### src/rtl/dbus_timer.sv
// Memory-mapped down-counting timer on the CPU data bus with a prescaler, auto-reload and level interrupt.
// Zero-wait combinational read; register writes and timer state update on the rising clock edge.
module dbus_timer #(
    parameter logic [31:0] BASE_ADDR = 32'hFFFF_0000
) (
    input  logic        clk,
    input  logic        rst,
    input  logic [31:0] addr,
    input  logic [31:0] wdata,
    input  logic [3:0]  wren,
    output logic [31:0] rdata,
    output logic        irq
);

    localparam logic [1:0] S_IDLE = 2'd0;
    localparam logic [1:0] S_RUN  = 2'd1;
    localparam logic [1:0] S_DONE = 2'd2;

    logic [1:0]  state;
    logic        ctrl_en;
    logic        ctrl_auto;
    logic        ctrl_ie;
    logic [15:0] prescale;
    logic [31:0] load;
    logic [31:0] count;
    logic        exp_flag;
    logic [15:0] pcnt;

    logic        sel;
    logic [2:0]  off;
    logic        wr_ctrl;
    logic        wr_pre;
    logic        wr_load;
    logic        clr_exp;
    logic        start;
    logic        stop;
    logic        tick;
    logic        expire;
    logic [31:0] pre_merged;
    logic [31:0] load_merged;
    logic        unused_bits;

    function automatic logic [31:0] lane_merge(input logic [31:0] old_val,
                                               input logic [31:0] new_val,
                                               input logic [3:0]  be);
        logic [31:0] res;
        for (int i = 0; i < 4; i++) begin
            res[8*i +: 8] = be[i] ? new_val[8*i +: 8] : old_val[8*i +: 8];
        end
        return res;
    endfunction

    always_comb begin
        sel         = (addr[31:5] == BASE_ADDR[31:5]);
        off         = addr[4:2];
        wr_ctrl     = sel && (off == 3'd0) && wren[0];
        wr_pre      = sel && (off == 3'd1);
        wr_load     = sel && (off == 3'd2);
        clr_exp     = sel && (off == 3'd4) && wren[0] && wdata[0];
        start       = wr_ctrl && wdata[0] && !ctrl_en;
        stop        = wr_ctrl && !wdata[0] && ctrl_en;
        // A software stop on the same edge suppresses the tick entirely.
        tick        = (state == S_RUN) && !stop && (pcnt == prescale);
        expire      = tick && (count == 32'd0);
        pre_merged  = lane_merge({16'h0000, prescale}, wdata, wren);
        load_merged = lane_merge(load, wdata, wren);
        unused_bits = ^{addr[1:0], pre_merged[31:16]};
    end

    always_ff @(posedge clk) begin
        if (rst) begin
            state     <= S_IDLE;
            ctrl_en   <= 1'b0;
            ctrl_auto <= 1'b0;
            ctrl_ie   <= 1'b0;
            prescale  <= 16'h0000;
            load      <= 32'h0000_0000;
            count     <= 32'h0000_0000;
            exp_flag  <= 1'b0;
            pcnt      <= 16'h0000;
        end else begin
            if (wr_ctrl) begin
                ctrl_en   <= wdata[0];
                ctrl_auto <= wdata[1];
                ctrl_ie   <= wdata[2];
            end else if (expire && !ctrl_auto) begin
                ctrl_en <= 1'b0;
            end

            if (wr_pre) begin
                prescale <= pre_merged[15:0];
            end
            if (wr_load) begin
                load <= load_merged;
            end

            if (expire) begin
                exp_flag <= 1'b1;
            end else if (clr_exp) begin
                exp_flag <= 1'b0;
            end

            if (start) begin
                count <= load;
                pcnt  <= 16'h0000;
                state <= S_RUN;
            end else if (stop) begin
                state <= S_IDLE;
            end else if (state == S_RUN) begin
                if (tick) begin
                    pcnt <= 16'h0000;
                    if (count != 32'd0) begin
                        count <= count - 32'd1;
                    end else if (ctrl_auto || wr_ctrl) begin
                        // A CTRL write keeping EN=1 overrides the hardware clear, so keep counting.
                        count <= load;
                    end else begin
                        state <= S_DONE;
                    end
                end else begin
                    pcnt <= pcnt + 16'd1;
                end
            end
        end
    end

    always_comb begin
        rdata = 32'h0000_0000;
        if (sel) begin
            case (off)
                3'd0:    rdata = {29'd0, ctrl_ie, ctrl_auto, ctrl_en};
                3'd1:    rdata = {16'h0000, prescale};
                3'd2:    rdata = load;
                3'd3:    rdata = count;
                3'd4:    rdata = {31'd0, exp_flag};
                default: rdata = 32'h0000_0000;
            endcase
        end
    end

    assign irq = exp_flag & ctrl_ie;

endmodule

### config.mk
export PLATFORM = sky130hd
export DESIGN_NAME = dbus_timer
export DESIGN_NICKNAME = d
export VERILOG_FILES = /design/src/rtl/dbus_timer.sv
export SDC_FILE = /design/constraint.sdc
export NUM_CORES = 1
export LEC_CHECK = 0
export BUFFER_PORTS_ARGS = -buffer_cell sky130_fd_sc_hd__buf_2
export CAP_MARGIN = 20
export CORE_UTILIZATION = 50
export DETAILED_ROUTE_END_ITERATION = 10
export GPL_TIMING_DRIVEN = 0
export HOLD_SLACK_MARGIN = 0.02
export PLACE_DENSITY = 0.73
export SYNTH_ARGS = -nofsm -noshare
export SYNTH_HDL_FRONTEND = slang
export SYNTH_SLANG_ARGS = --single-unit
### constraint.sdc
create_clock -name clk -period 8.4 [get_ports clk]
set_clock_uncertainty 0.2 [all_clocks]
set_input_delay 2.52 -clock clk [delete_from_list [all_inputs] [get_ports clk]]
set_output_delay 2.52 -clock clk [all_outputs]
set_load 0.01 [all_outputs]
* Word-level counts from Yosys, hierarchy flattened
Index checks and enable logic that the tools add are counted.
** Word-level totals
- Bits in registers :: 102
- Bits of input ports :: 70
- Logic and storage cells :: 91
** Operators by class
- Add/subtract/negate cells :: 2
- Eq/ne operators :: 10
- Multiplexer cells :: 19
- Bitwise operators :: 4
- Reduce and logical (&&, ||, !) cells :: 42
** Operator list (count)
- $mux W32 :: 7
- $pmux W32 S5 :: 1
- $logic_not A32 Y1 :: 1
- $reduce_bool A32 Y1 :: 1
- $sub A32 B1 Y32 const B :: 1
- $eq A27 B27 Y1 const B :: 1
- $add A16 B1 Y16 const B :: 1
- $eq A16 B16 Y1 :: 1
- $mux W16 :: 1
- $logic_and A1 B1 Y1 :: 15
- $reduce_and A2 Y1 :: 7
- $reduce_and A4 Y1 :: 3
- $mux W1 :: 10
- $reduce_bool A3 Y1 :: 3
- $reduce_bool A2 Y1 :: 4
- $eq A3 B2 Y1 const B :: 2
- $ne A3 B3 Y1 const B :: 2
- $logic_not A1 Y1 :: 4
- $eq A3 B1 Y1 const B :: 1
- $eq A3 B3 Y1 const B :: 1
- $logic_not A3 Y1 :: 1
- $not A1 Y1 :: 3
- $reduce_or A3 Y1 :: 1
- $eq A2 B1 Y1 const B :: 1
- other kinds (4) :: 4

* Logic depth before layout (Yosys ltp)
- Depth after elaboration :: 12
- Gate-level depth with buffers :: 10

* Worst setup path before layout
OpenSTA, ideal clock, no wires.
- Path kind :: input to output
- Start :: input addr[14]
- End :: output rdata[21]
- Arrival time :: 4.518 ns
- Data required time :: 5.680 ns
- Slack :: 1.162 ns
- Cell stages on the path :: 7
- Path buffers :: 2
- Cells stage by stage :: or4b_1 > or3_1 > or2_2 > nand2b_1 > clkbuf_1 > buf_1 > nor2_1
** On the way
- Longest elaborated chain between the ends :: 2
** RTL lines
- start: declaration :: line 8 : input logic [31:0] addr,
- $eq A27 B27 Y1 :: line 54 : sel = (addr[31:5] == BASE_ADDR[31:5]);
- $mux W32 :: line 129 : if (sel) begin
- end: declaration :: line 11 : output logic [31:0] rdata,
No other way between the ends.

* Final worst setup path
Ends and elaborated chain as after synthesis.

==> summary.md <==
| Metric | Value |
|---|---|
| Slew HR | 31.64% |
| Clock-pin slew of the registers on the worst-case setup and hold paths | 70 ps |
| Worst setup path endpoint | rdata[21] |
| Leading area contributor after synthesis | dfxtp_1 |
| Cell family with most CP delay | simple AND/OR/NAND/NOR gates |
| Ant diodes | 0 |
| Cell variety after synth | 60 |
| Final GP Congestion | 0.9756 |
| CTS buffer count | 9 |
| Power density over the cells | 138.6 nW/µm² |
| DRT Pass-1 Iters | 6 |
| Critical path depth | 9 |
| Mapped Area | 5933 µm² |
| Setup WS post-layout | 724.4 ps |
| Max-slew violations | 0 |
| Synth-to-Final Area Change | 15.98% |
| Post-Place Cell Area | 6588 µm² |
| Synth Warn # | 0 |
| Final core utilization | 60.01% |
| Std-Cell Rows | 39 |
| Wirelength per Cell | 18.79 µm |
| Worst min-delay path class | register to register |
| Yosys top cell area share | 34.42% |
| Setup TNS | 0 ps |
| CP Class | primary input to output pin |
| Antenna violations before repair | 0 |
| Status | finished clean |
| CTS max path bufs | 2 |
| Critical path's largest stage delay | 560 ps |
| Max-cap viol count | 0 |
| RR Startpoint | count[0] |
| GR Overflow Total | 0 |
| Port Buffers | 95 |
| Cell count of the worst reg-to-reg path | 9 |
| Final Hold Viols | 0 |
| Core Area | 11470 µm² |
| Crit-path max FO | 10 |
| WP data required | 5680 ps |
| CTS root buf | clkbuf_16 |
| Vias in the first global route | 6136 |
| Final WL | 19230 µm |
| # DRC | 0 |
| Fin area | 6882 µm² |
| Synth cell count leaders | nor2_1 (125), dfxtp_1 (102), a21oi_1 (67) |
| Worst reg2reg endpoint | count[26] |
| CP Launch Type | primary input |
| Sequential area share after synthesis | 34.42% |
| Slew @ Worst Pin | 1023 ps |
| Post-cts sizing count | 0 |
| Number of flops mapped to enable cells by yosys | 0 |
| GRT Util Overall | 30.94% |
| VDD IR max | 0.09531 mV |
| Setup Buffers After CTS | 0 |
| Final setup fails | 0 |
| Yosys reg bits | 102 |
| CP max-delay cell | or4b_1 |
| Die H | 110.9 µm |
| Post-DP HPWL | 14500 µm |
| Top-count cell post-synth | nor2_1 |
| Fmax | 130.3 MHz |
| Layout cells sized above 1 | 17.84% |
| Most used DFF post-synth | dfxtp_1 |
| Nets | 948 |
| Post-synth ARST share | 0% |
| Most frequent CP cell | buf_2 |
| Final Cycle Share | 91.38% |
| Final Critical Period | 7676 ps |
| R2r setup slk | 4800 ps |
| Worst setup EP type | output pin |
| CP Cell Sequence | buf_2 > or4b_1 > or3_1 > or2_2 > nand2b_1 > clkbuf_1 > buf_1 > nor2_1 > buf_2 |
| Syn Area/Cell | 7.715 µm² |
| Leak | 2.695 nW |
| Total number of vias | 6409 |
| Hold depth | 2 |
| Initial Util | 51.74% |
| Placement Setup Slack | 731.3 ps |
| Antenna-violating nets left | 0 |
| Post-Synthesis Cells | 769 |
| Mapped Nets | 842 |
| Die Wd | 110.9 µm |
| Fillers | 1049 |
| Bufs and invs on worst path | 4 |
| RSZ-0062 raised after global routing | false |
| Ranking of synthesized cells by area | dfxtp_1 (34%), nor2_1 (7.9%), a21oi_1 (5.7%) |
| Clk_lat worst skew | 350 ps |
| DR iter-0 viols | 721 |
| IO Count | 103 |
| Vias per cell | 6.265 |
| Die ar. | 12310 µm² |
| CTS Hold Bufs | 0 |
| Clk sinks | 102 |
| H-Tree Depth | 3 |
| CTS tree | yes |
| Crit path launch | addr[14] |
| First-pass GRT wire length | 30350 µm |
| Data arrival time of the worst path | 4960 ps |
| Largest net degree at the start of global routing | 16 |
[worst min-delay path by stage]
stage | from | end | slack, ps
2_1_floorplan | load[1] | load[1] | 240
3_3_place_gp | state[1] | state[1] | 260
3_5_place_dp | state[1] | state[1] | 270
4_1_cts | state[1] | state[1] | 280
5_1_grt | state[1] | state[1] | 290
6_report | state[1] | state[1] | 280
[cell type report]
class / count / area, µm² / share of cell area, %
Multi-Input combinational cell: 603 / 3615 / 52.53
Sequential cell: 102 / 2042 / 29.67
Timing Repair Buffer: 95 / 475.5 / 6.909
Clock buffer: 13 / 250.2 / 3.636
Buffer: 57 / 250.2 / 3.636
Tap cell: 143 / 178.9 / 2.600
Clock inverter: 3 / 43.79 / 0.6364
Inverter: 7 / 26.28 / 0.3818
[flip-flops by register name, indices dropped and copies added, names as in the netlist]
| signal | count |
|---|---|
| exp_flag | 1 |
| ctrl_ie | 1 |
| ctrl_auto | 1 |
| pcnt | 16 |
| ctrl_en | 1 |
| load | 32 |
| state | 2 |
| prescale | 16 |
| count | 32 |
[report_power, final]
group	switching (mW)	internal [mW]
clock network	0.181	0.240
registers	0.000000000244	0.483
logic	0.0314	0.0184
[placed cells by master, fill, tap and decap left out, drive strengths merged, types with 8 or more instances in the layout]
| cell | n |
|---|---|
| nor4 | 14 |
| nand3 | 51 |
| nand2 | 65 |
| buf | 111 |
| and3 | 9 |
| nor2 | 126 |
| mux2i | 22 |
| a22oi | 34 |
| mux2 | 15 |
| xor2 | 23 |
| nor2b | 8 |
| a21oi | 67 |
| nand4 | 12 |
| nor3 | 33 |
| clkbuf | 54 |
| dfxtp | 102 |
| or3 | 9 |
| o211ai | 15 |
| o21ai | 28 |
[cell families after synthesis]
family,after synthesis,share of synthesized area [%]
xor gates and xnor gates,30,4.428
DFF,102,34.42
adders and majority gates,3,0.6327
and+or+nand+nor,363,30.70
muxes,38,6.938
AOI/OAI and AO/OA,169,18.22
buffers and inverters,64,4.661
[per-stage QoR]
stage | std cells | hold WS [ps] | total power [mW]
6_report | 1023 | 276.0 | 0.9537
5_1_grt | 1023 | 292.8 | 0.9760
4_1_cts | 1023 | 278.3 | 0.9561
3_5_place_dp | 1007 | 269.1 | 0.5430
3_3_place_gp | 1007 | 257.4 | 0.5419
2_1_floorplan | 769 | 242.9 | 0.5170
[layer usage]
| layer | track usage (%) | part of all wire, % | vias up |
|---|---|---|---|
| li1 | - | - | 2988 |
| met1 | 40.61 | 42 | 3046 |
| met2 | 49.28 | 45 | 326 |
| met3 | 5.194 | 9.6 | 49 |
| met4 | 15.11 | 3.2 | 0 |
| met5 | 0 | 0 | - |
[worst register-to-register path: stages (launching register included)]
cell	delay, ps
dfxtp_1	370
inv_1	120
ha_1	230
nor4b_1	540
nand4_1	310
nor3_1	590
nand3_1	200
or4b_2	630
a22oi_1	230
nor3_2	60
No activity file was read; power rests on OpenSTA's default activity.
